## src/rtl/control_unit.sv

```systemverilog
// Multi-cycle MIPS control FSM: sequences fetch/decode/execute/mem/writeback, flags illegal ops, counts retirements.
// Latency 2-5 cycles per instruction depending on class; no backpressure, the FSM advances every cycle.
module control_unit #(
    parameter logic [5:0] OP_RTYPE = 6'h00,
    parameter logic [5:0] OP_LW    = 6'h23,
    parameter logic [5:0] OP_SW    = 6'h2B,
    parameter logic [5:0] OP_BEQ   = 6'h04,
    parameter logic [5:0] OP_BNE   = 6'h05,
    parameter logic [5:0] OP_ADDI  = 6'h08
) (
    input  logic        clk,
    input  logic        reset,
    input  logic [5:0]  Op,
    input  logic [5:0]  Function,
    input  logic        Zero,
    output logic        IorD,
    output logic        MemRead,
    output logic        MemWrite,
    output logic        MemtoReg,
    output logic        IRWrite,
    output logic        PCSource,
    output logic        ALUSrcA,
    output logic        RegWrite,
    output logic        RegDst,
    output logic        PCSel,
    output logic [1:0]  ALUSrcB,
    output logic [3:0]  ALUCtrl,
    output logic [3:0]  State,
    output logic        IllegalOp,
    output logic        InstrDone,
    output logic [15:0] RetiredCount
);

    localparam logic [3:0] FETCH  = 4'd0;
    localparam logic [3:0] DECODE = 4'd1;
    localparam logic [3:0] MEMADR = 4'd2;
    localparam logic [3:0] MEMRD  = 4'd3;
    localparam logic [3:0] MEMWB  = 4'd4;
    localparam logic [3:0] MEMWR  = 4'd5;
    localparam logic [3:0] REXEC  = 4'd6;
    localparam logic [3:0] RWB    = 4'd7;
    localparam logic [3:0] BRANCH = 4'd8;
    localparam logic [3:0] IEXEC  = 4'd9;
    localparam logic [3:0] IWB    = 4'd10;

    logic [3:0] next_state;
    logic [3:0] funct_ctrl;
    logic       funct_ok;
    logic       mem_write_raw, reg_write_raw, ir_write_raw;
    logic       pc_sel_raw, illegal_raw, done_raw;

    always_comb begin
        funct_ok   = 1'b1;
        funct_ctrl = 4'b0010;
        case (Function)
            6'h20:   funct_ctrl = 4'b0010;
            6'h22:   funct_ctrl = 4'b0110;
            6'h24:   funct_ctrl = 4'b0000;
            6'h25:   funct_ctrl = 4'b0001;
            6'h2A:   funct_ctrl = 4'b0111;
            6'h27:   funct_ctrl = 4'b1100;
            default: funct_ok   = 1'b0;
        endcase
    end

    always_comb begin
        IorD          = 1'b0;
        MemRead       = 1'b0;
        mem_write_raw = 1'b0;
        MemtoReg      = 1'b0;
        ir_write_raw  = 1'b0;
        PCSource      = 1'b0;
        ALUSrcA       = 1'b0;
        reg_write_raw = 1'b0;
        RegDst        = 1'b0;
        pc_sel_raw    = 1'b0;
        ALUSrcB       = 2'b00;
        ALUCtrl       = 4'b0010;
        illegal_raw   = 1'b0;
        done_raw      = 1'b0;
        next_state    = FETCH;
        case (State)
            FETCH: begin
                MemRead      = 1'b1;
                ir_write_raw = 1'b1;
                ALUSrcB      = 2'b01;
                pc_sel_raw   = 1'b1;
                next_state   = DECODE;
            end
            DECODE: begin
                // ALU computes the branch target PC+1+imm speculatively
                ALUSrcB = 2'b10;
                if (Op == OP_LW || Op == OP_SW)
                    next_state = MEMADR;
                else if (Op == OP_RTYPE && funct_ok)
                    next_state = REXEC;
                else if (Op == OP_BEQ || Op == OP_BNE)
                    next_state = BRANCH;
                else if (Op == OP_ADDI)
                    next_state = IEXEC;
                else
                    illegal_raw = 1'b1;
            end
            MEMADR: begin
                ALUSrcA    = 1'b1;
                ALUSrcB    = 2'b10;
                next_state = (Op == OP_SW) ? MEMWR : MEMRD;
            end
            MEMRD: begin
                IorD       = 1'b1;
                MemRead    = 1'b1;
                next_state = MEMWB;
            end
            MEMWB: begin
                MemtoReg      = 1'b1;
                reg_write_raw = 1'b1;
                done_raw      = 1'b1;
            end
            MEMWR: begin
                IorD          = 1'b1;
                mem_write_raw = 1'b1;
                done_raw      = 1'b1;
            end
            REXEC: begin
                ALUSrcA    = 1'b1;
                ALUCtrl    = funct_ctrl;
                next_state = RWB;
            end
            RWB: begin
                RegDst        = 1'b1;
                reg_write_raw = 1'b1;
                done_raw      = 1'b1;
            end
            BRANCH: begin
                ALUSrcA    = 1'b1;
                ALUCtrl    = 4'b0110;
                PCSource   = 1'b1;
                pc_sel_raw = (Op == OP_BNE) ? ~Zero : Zero;
                done_raw   = 1'b1;
            end
            IEXEC: begin
                ALUSrcA    = 1'b1;
                ALUSrcB    = 2'b10;
                next_state = IWB;
            end
            IWB: begin
                reg_write_raw = 1'b1;
                done_raw      = 1'b1;
            end
            default: next_state = FETCH;
        endcase
    end

    // State-changing strobes are suppressed while reset is held so nothing commits mid-abort
    assign MemWrite  = mem_write_raw & ~reset;
    assign RegWrite  = reg_write_raw & ~reset;
    assign IRWrite   = ir_write_raw  & ~reset;
    assign PCSel     = pc_sel_raw    & ~reset;
    assign IllegalOp = illegal_raw   & ~reset;
    assign InstrDone = done_raw      & ~reset;

    always_ff @(posedge clk) begin
        if (reset) begin
            State        <= FETCH;
            RetiredCount <= 16'd0;
        end else begin
            State <= next_state;
            if (done_raw)
                RetiredCount <= RetiredCount + 16'd1;
        end
    end

endmodule

```

## config.mk

```make
export PLATFORM = sky130hd
export DESIGN_NAME = control_unit
export DESIGN_NICKNAME = d
export VERILOG_FILES = /design/src/rtl/control_unit.sv
export SDC_FILE = /design/constraint.sdc
export NUM_CORES = 1
export LEC_CHECK = 0
export BUFFER_PORTS_ARGS = -buffer_cell sky130_fd_sc_hd__buf_2
export CAP_MARGIN = 10
export CELL_PAD_IN_SITES_DETAIL_PLACEMENT = 1
export CELL_PAD_IN_SITES_GLOBAL_PLACEMENT = 2
export CORE_MARGIN = 2
export CORE_UTILIZATION = 30
export CTS_BUF_LIST = sky130_fd_sc_hd__clkbuf_8
export DETAILED_ROUTE_END_ITERATION = 8
export GPL_TIMING_DRIVEN = 0
export PLACE_DENSITY = 0.95
export SLEW_MARGIN = 10
export SYNTH_ARGS = -nofsm -noshare
export SYNTH_HDL_FRONTEND = slang
export SYNTH_SLANG_ARGS = --single-unit
export TNS_END_PERCENT = 20
```

## constraint.sdc

```tcl
create_clock -name clk -period 3.15 [get_ports clk]
set_input_delay 0.63 -clock clk [delete_from_list [all_inputs] [get_ports clk]]
set_output_delay 0.63 -clock clk [all_outputs]
set_load 0.01 [all_outputs]
```

# Yosys cells after proc, flatten, opt, wreduce, memory -nomap -nowiden
# Cells that the tools add are included.
dict set report classes {
  add_sub_neg 1
  eq_ne 21
  muxes 27
  bitwise_logic 8
  reduce_logical 12
}
# cell count
set op_table {}
lappend op_table {{$eq A6 B6 Y1 const B} 8}
lappend op_table {{$pmux W4 S6} 1}
lappend op_table {{$pmux W4 S5} 1}
lappend op_table {{$mux W1} 17}
lappend op_table {{$add A16 B1 Y16 const B} 1}
lappend op_table {{$eq A4 B3 Y1 const B} 4}
lappend op_table {{$mux W4} 4}
lappend op_table {{$eq A4 B4 Y1 const B} 3}
lappend op_table {{$eq A6 B3 Y1 const B} 2}
lappend op_table {{$eq A4 B2 Y1 const B} 2}
lappend op_table {{$pmux W4 S2} 1}
lappend op_table {{$and A1 B1 Y1} 6}
lappend op_table {{$eq A6 B4 Y1 const B} 1}
lappend op_table {{$logic_not A6 Y1} 1}
lappend op_table {{$reduce_or A3 Y1} 2}
lappend op_table {{$reduce_or A6 Y1} 1}
lappend op_table {{$reduce_or A5 Y1} 1}
lappend op_table {{$eq A4 B1 Y1 const B} 1}
lappend op_table {{$logic_not A4 Y1} 1}
lappend op_table {{$pmux W2 S2} 1}
lappend op_table {{$reduce_or A2 Y1} 2}
lappend op_table {{$reduce_or A4 Y1} 1}
lappend op_table {{$mux W3} 1}
lappend op_table {{$logic_or A1 B1 Y1} 2}
lappend op_table {{3 further kinds} 4}
dict set report word_totals {
  ff_bits 20
  input_bits 15
  out_inout_bits 38
  word_cells 71
}

# Longest topological paths before layout
# Gate-level depths: netlist (run 1).
dict set report depth {
  ltp_word 8
  depth_mapped 7
  mapped_depth_nobuf 4
}

# Worst setup path after synthesis (run 1)
# Ideal clock, no wire load.
dict set report synth_timing {
  kind {input to output}
  from {input Op[1]}
  to {output PCSel}
  arrival_ns 1.745
  setup_slack_ns 0.775
  path_stages 4
  cell_sequence {or3_4 > nor3_2 > xnor2_1 > a2111oi_2}
}
dict set report synth_between {
  elab_chain_len 4
}
# element line
set synth_lines {}
lappend synth_lines {{start, declared} 13} ;# input logic [5:0] Op,
lappend synth_lines {{$eq A6 B3 Y1} 138} ;# pc_sel_raw = (Op == OP_BNE) ? ~Zero : Zero;
lappend synth_lines {{$mux W1} 138}
lappend synth_lines {{$pmux W1 S2} 82} ;# case (State)
lappend synth_lines {{$and A1 B1 Y1} 158} ;# assign PCSel = pc_sel_raw & ~reset;
lappend synth_lines {{end, declared} 25} ;# output logic PCSel,
# Every way passes these cells.

# Worst setup path after layout (run 1)
# Same ends and word-level chain as after synthesis.

==> results.md, run 1 <==
- Status: finished clean
- # diodes: 0
- Mux cell area share after synthesis: under 10%
- Critical Path End: PCSel
- First-pass detailed-route iteration total: 4
- Global-route wire length before repair: approximately 7100 µm
- CTS buffer count: 3
- #FFs+latches synth: 20
- Fin crit period: 2.59 ns
- GRT Total Usage: roughly 16%
- # clock sinks: 20
- Clk Latency, worst-skew pair: 0.27 ns
- Crit path depth: 6
- Most frequent cell after synthesis: nor2_1
- Finished Cell Area: about 0.0018 mm²
- Number of fillers in the final layout: a little under 600
- CP startpoint kind: primary input
- P&R area growth vs syn: 27.4%
- Post-route ant nets: 0
- Synth Cell Area: 0.00144 mm²
- Worst endpoint required time: 2.52 ns
- Main area contributors after synthesis: dfxtp_1 28%, nor2_1 6.0%, a21oi_1 4.9%
- P_leak: approximately 0.76 nW
- Arr. time, crit path: approximately 2 ns
- Largest family of logic cells by synthesized area: simple AND/OR/NAND/NOR gates
- Switching Share: 23.6%
- DRC Markers: 0
- Util after Layout: just under 40%
- Syn Inst Count: approximately 180
- CP max-delay cell: or3_4
- Initial antenna violation count: 0
- XOR/XNOR share of the synthesized area: under 10%
- RSZ-0062 raised after global routing: false
- CP cell instances: buf_2 -> or3_4 -> nor3_2 -> xnor2_1 -> a2111oi_2 -> buf_2
- Initial Utilization: a little under a third
- Avg Inst Size Synth: between 8 and 9 µm²
- Footprint of the multi-input gates: roughly 950 µm²
- Root Driver: clkbuf_8
- Clock power share: 44.5%
- Drt wl/cell: roughly 15 µm
- R2R Setup Slk: around 1.3 ns
- Crit path max-delay family: simple AND/OR/NAND/NOR gates
- Synth Area in Simple Gates: between 30% and 40%
- Synth top area share: approximately 28%
- HP Class: register to register
- Pre-CTS WS: roughly 0.53 ns
- Routed vias/inst: around 5.4
- Post-synthesis cell type count: 50
- Via count: approximately 1,500
- Adder-Cell Fraction of Synth Area: less than 1%
- Reg clk slew, reported paths: 0.08 ns
- Die H: approximately 73 µm
- Sequential share of power: between 40% and 50%
- Die width: approximately 73 µm
- Final period utilization: roughly 82%
- Comb pwr share: approximately an eighth
- YS warnings: 0
- Fmax: 386 MHz
- Routed wire length: around 4200 µm
- Port Buffers: a little over 50
- Max Cap Violations: 0
- Max Root-Sink Buffers: 2
- CTS-repair resized insts: 0
- Clk_skew: ~0.011 ns
- PD cells: about 320 mW/mm²
- Aggregate global routing overflow: 0
- Final setup margin: 0.557 ns
- Placed cell area: 0.00176 mm²
- Compound-gate portion of the synthesized area: 16.6%
- Min-delay src: RetiredCount[7]
- CTS H-tree lvls: 1
- Max Transition Viols Final: 0
- Buf+Inv Stages, Crit Path: 2
- Number of global-route vias before repair: around 1,500
- Reg2Reg Depth: 5
- # hold bufs at CTS: 0
- I/O pin count: 53
- CP startpoint: Op[1]
- Full die area: about 0.0054 mm²
- Final #Nets: 249
- Critical R2R Capture: RetiredCount[15]
- Post-Syn Nets: slightly below 200
- Drt initial violations: 59
- Final Hold Fails: 0
- Sequential share of the synthesized area: between 20 and 30%
- Dominant synthesized flop cell: dfxtp_1
- CP max FO: 4
- Largest net degree at the start of global routing: 13
- Fraction of registers with async set/reset: 0%
- Area leader, netlist: dfxtp_1
- FP Rows: 25
- Pint: between 0.4 and 0.5 mW
- Final setup vio count: 0
- Setup TNS: 0 ns
- Worst reg2reg startpoint: RetiredCount[3]
- Seq. cell area: roughly 400 µm²
- CTS tree: built
- Fraction of layout cells with a size suffix above 1: 34.9%
- Post-DP HPWL: around 3200 µm
- RD Place Congestion: between 0.7 and 0.8
- Post-synth EDFFs: 0
- Kind of critical path: primary input to output pin
- Post-synth top cells: 23 x nor2_1, 20 x dfxtp_1, 14 x a21oi_1
- Setup Fix Bufs, Post-CTS: 0
- P_sw: 0.140 mW
- CORE AREA: approximately 0.0047 mm²
- Worst-margin pin slew: between 0.4 and 0.5 ns
- Crit path top cell by count: buf_2
- Peak VDD IR: around 140 µV
- Slew margin rel.: 67.1%
- Slowest cell delay on critical path: approximately 0.40 ns
- Setup crit end kind: output pin
## power groups by stage
stage | sequential, mW | combinational (mW) | clock [mW]
after floorplan | 0.262 | 0.0439 | 0
after global placement | 0.261 | 0.0745 | 0
after detailed placement | 0.261 | 0.0750 | 0
after CTS | 0.255 | 0.0755 | 0.270
after global routing | 0.256 | 0.0837 | 0.282
final | 0.255 | 0.0747 | 0.265
## cells in the final DEF, fill, tap and decap left out, types with 3 or more instances in the layout
| cell | n |
|---|---|
| nor2_1 | 23 |
| or4_1 | 6 |
| nand3_1 | 5 |
| nand2b_1 | 7 |
| o21ai_0 | 5 |
| o31ai_1 | 5 |
| nor2b_1 | 8 |
| clkbuf_1 | 6 |
| nand4b_1 | 3 |
| nand2_1 | 8 |
| buf_6 | 3 |
| a21oi_1 | 14 |
| inv_1 | 6 |
| nor3_1 | 5 |
| buf_2 | 53 |
| mux2_1 | 3 |
| nor4b_2 | 3 |
| mux2_2 | 5 |
| clkbuf_8 | 3 |
| nor4_2 | 3 |
| dfxtp_1 | 20 |
## cell type report
cell class              count  share of cell area [%]
repair buffers             51                    13.9
clock inverters             1                    1.64
plain buffers              11                    3.62
clock buffers               3                    2.26
flip-flops and latches     20                    21.9
well taps                  54                    3.69
inverters                   6                    1.23
multi-input cells         140                    51.7
## how the worst min path moves through the flow
stage | end | slack, ns | cells past startpoint
after global placement | RetiredCount[7] | 0.48 | 2
final | RetiredCount[7] | 0.51 | 2
after detailed placement | RetiredCount[6] | 0.50 | 2
after global routing | RetiredCount[7] | 0.54 | 2
after CTS | RetiredCount[6] | 0.51 | 2
after floorplan | RetiredCount[6] | 0.51 | 2
## sequential cells by signal (all words and copies together), names as in the netlist
register	cells
RetiredCount	16
State	4
## metrics by stage
stage	power, mW	hold slack [ns]	std cells
after global placement	0.336	0.476	282
after floorplan	0.306	0.508	177
final	0.595	0.507	286
after CTS	0.601	0.508	286
after detailed placement	0.337	0.496	282
after global routing	0.621	0.536	286
## layer usage
| layer | vias up | track usage, % | routed length (µm) |
|---|---|---|---|
| li1 | 753 | - | - |
| met1 | 745 | 19.3 | 1810 |
| met2 | 42 | 29.8 | 2060 |
| met3 | 5 | 3.31 | 233 |
| met4 | 0 | 4.94 | 42 |
| met5 | - | 0 | 0 |
## cell families after synthesis
kind of cell | after synthesis
AO/OA/AOI/OAI | 36
XOR/XNOR | 3
multiplexers | 9
AND/OR/NAND/NOR | 91
buffers and inverters | 17
flip-flops | 20
adder cells (fa/ha/maj) | 1
## worst reg2reg max path: stages (launching register included)
cell,delay (ns)
dfxtp_1,0.44
nand4_1,0.18
or2_1,0.26
buf_6,0.15
nor4_2,0.30
mux2_2,0.38
No activity file was read; power rests on OpenSTA's default activity.
==> run 2: changes to the inputs <==
Settings changed: CORE_UTILIZATION 30 to 25, PLACE_DENSITY 0.95 to 0.86.
Clock period 3.15 ns to 2.3 ns, I/O delays scaled along.
==> results.md, run 2 (synthesis gave the netlist of run 1 again) <==
- Die width: 79.8 µm (+9.0%)
- Final setup margin: 0.107 ns (-0.450 ns)
- CORE AREA: 0.00554 mm² (+19%)
- Final period utilization: ~95%
- Fmax: 456 MHz
- Reg clk slew, reported paths: 0.08 ns (about the same)
- Final Hold Fails: 0 (unchanged)
- Final #Nets: 248 (-0.40%)
- Comb pwr share: 14.9% (+2.3 points)
- PD cells: 373 mW/mm² (+15%)
- Clock power share: 33.9% (-11 points)
- Root Driver: clkbuf_8
- Arr. time, crit path: 1.73 ns (-0.23 ns)
- CTS H-tree lvls: 1 (unchanged)
- # diodes: 0 (unchanged)
- # hold bufs at CTS: 0 (unchanged)
- Kind of critical path: register to output pin
- Full die area: 0.00637 mm² (+19%)
- Die H: 79.8 µm (+9.0%)
- GRT Total Usage: 13.8% (-2.7 points)
- Via count: 1,526 (-1.2%)
- Top Registers: RetiredCount (16), State (4)
- Aggregate global routing overflow: 0 (unchanged)
- Drt wl/cell: 14.0 µm (-3.8%)
- CTS tree: built
- RSZ-0062 raised after global routing: false
- Most flops, register: RetiredCount
- FP Rows: 27 (+8.0%)
- RD Place Congestion: 0.715 (-3.5%)
- Slowest cell delay on critical path: 0.44 ns (+0.04 ns)
- Number of global-route vias before repair: 1,486 (-4.0%)
- Placed cell area: 0.00178 mm² (+1.3%)
- Clk_skew: 0.00685 ns (-0.00368 ns)
- Post-route ant nets: 0 (unchanged)
- Worst-margin pin slew: 0.558 ns (+0.0645 ns)
- Finished Cell Area: 0.00184 mm² (+0.27%)
- Commonest non-fill, non-tap cell in the layout: buf_2
- DRC Markers: 0 (unchanged)
- P&R area growth vs syn: 27.8%
- CP startpoint kind: register
- Post-DP HPWL: 3280 µm (+2.8%)
- CP max FO: 10 (+6)
- Routed vias/inst: 5.05 (-6.5%)
- Initial antenna violation count: 0 (unchanged)
- Port Buffers: 51 (unchanged)
- CP cell instances: clkbuf_1 -> nand2b_1 -> nor2_1 -> a31o_2 -> buf_2
- Fraction of layout cells with a size suffix above 1: 35.7% (+0.74 points)
- CTS buffer count: 3 (unchanged)
- Status: finished clean
- Clk Latency, worst-skew pair: 0.26 ns (about the same)
- Setup TNS: 0 ns (unchanged)
- Initial Utilization: 25.9% (-4.9 points)
- Max Transition Viols Final: 0 (unchanged)
- Pint: 0.506 mW (+11%)
- Largest net degree at the start of global routing: 20 (+7)
- Switching Share: 26.1% (+2.4 points)
- Crit path max-delay family: buffers and inverters
- P_sw: 0.178 mW (+27%)
- Max Root-Sink Buffers: 2 (unchanged)
- Routed wire length: 4220 µm (+1.6%)
- CP max-delay cell: dfxtp_1
- # clock sinks: 20 (unchanged)
- Pre-CTS WS: 0.0146 ns (-0.518 ns)
- Final setup vio count: 0 (unchanged)
- Most frequent cells in the layout: 52 x buf_2, 23 x nor2_1, 19 x dfxtp_1
- Slew margin rel.: 62.8% (-4.3 points)
- First-pass detailed-route iteration total: 4 (unchanged)
- Worst endpoint required time: 1.84 ns (-0.68 ns)
- P_leak: 0.755 nW (-1.3%)
- Max reg flops: 16 (unchanged)
- Fin crit period: 2.19 ns
- Global-route wire length before repair: 7130 µm (unchanged)
- I/O pin count: 53 (unchanged)
- Peak VDD IR: 154 µV (+6.9%)
- Buf+Inv Stages, Crit Path: 2 (unchanged)
- Drt initial violations: 36 (-39%)
- Max Cap Violations: 0 (unchanged)
- HP Class: register to register
- Sequential share of power: 51.1% (+8.2 points)
- Setup crit end kind: output pin
[run 2: worst paths after layout]
check,startpoint,end,slack (ns),depth (start not counted)
setup / recovery,State[2],ALUCtrl[2],0.11,5
hold / removal,RetiredCount[7],RetiredCount[7],0.51,2
hold reg to reg,RetiredCount[7],RetiredCount[7],0.51,2
setup reg to reg,State[3],RetiredCount[10],0.48,5
[run 2: worst reg2reg max path, delay by kind of cell (launching register included)]
family / cells / cell delay, ns
AOI/OAI and AO/OA: 1 / 0.06
DFF: 1 / 0.46
muxes: 1 / 0.36
buffers and inverters: 1 / 0.18
and+or+nand+nor: 2 / 0.65
[run 2: power groups by stage]
| stage | registers (mW) | clock network, mW | logic (mW) |
|---|---|---|---|
| floorplan | 0.359 | 0 | 0.0602 |
| global placement | 0.358 | 0 | 0.103 |
| detailed placement | 0.358 | 0 | 0.104 |
| CTS | 0.350 | 0.242 | 0.104 |
| global route | 0.351 | 0.252 | 0.114 |
| finish | 0.350 | 0.232 | 0.102 |
[run 2: final cells by class]
class / instances / area (µm²)
inverters: 6 / 22.5
flip-flops and latches: 20 / 402
repair buffers: 52 / 263
plain buffers: 9 / 57.6
fillers: 709 / 3700
well taps: 72 / 90.1
multi-input cells: 140 / 960
clock buffers: 3 / 41.3
[run 2: timing repair]
item	4_1_cts	5_1_grt
setup endpoints to repair	1	6
pin swaps	1	1
cloned	0	0
buffers inserted	1	0
resized for setup	1	2
[run 2: through the flow]
stage | power, mW | hold WS, ns | instances | utilization [%]
CTS | 0.696 | 0.505 | 303 | 33.1
detailed placement | 0.462 | 0.504 | 300 | 32.2
finish | 0.685 | 0.508 | 302 | 33.1
floorplan | 0.419 | 0.508 | 177 | -
global route | 0.717 | 0.535 | 302 | 33.1
global placement | 0.461 | 0.481 | 300 | 32.2
[run 2: per-layer routing]
| layer | GRT usage, % | part of all wire, % |
|---|---|---|
| met5 | 0 | 0 |
| met4 | 4.92 | 1.7 |
| met3 | 1.47 | 5.0 |
| met2 | 24.0 | 49 |
| met1 | 17.5 | 44 |
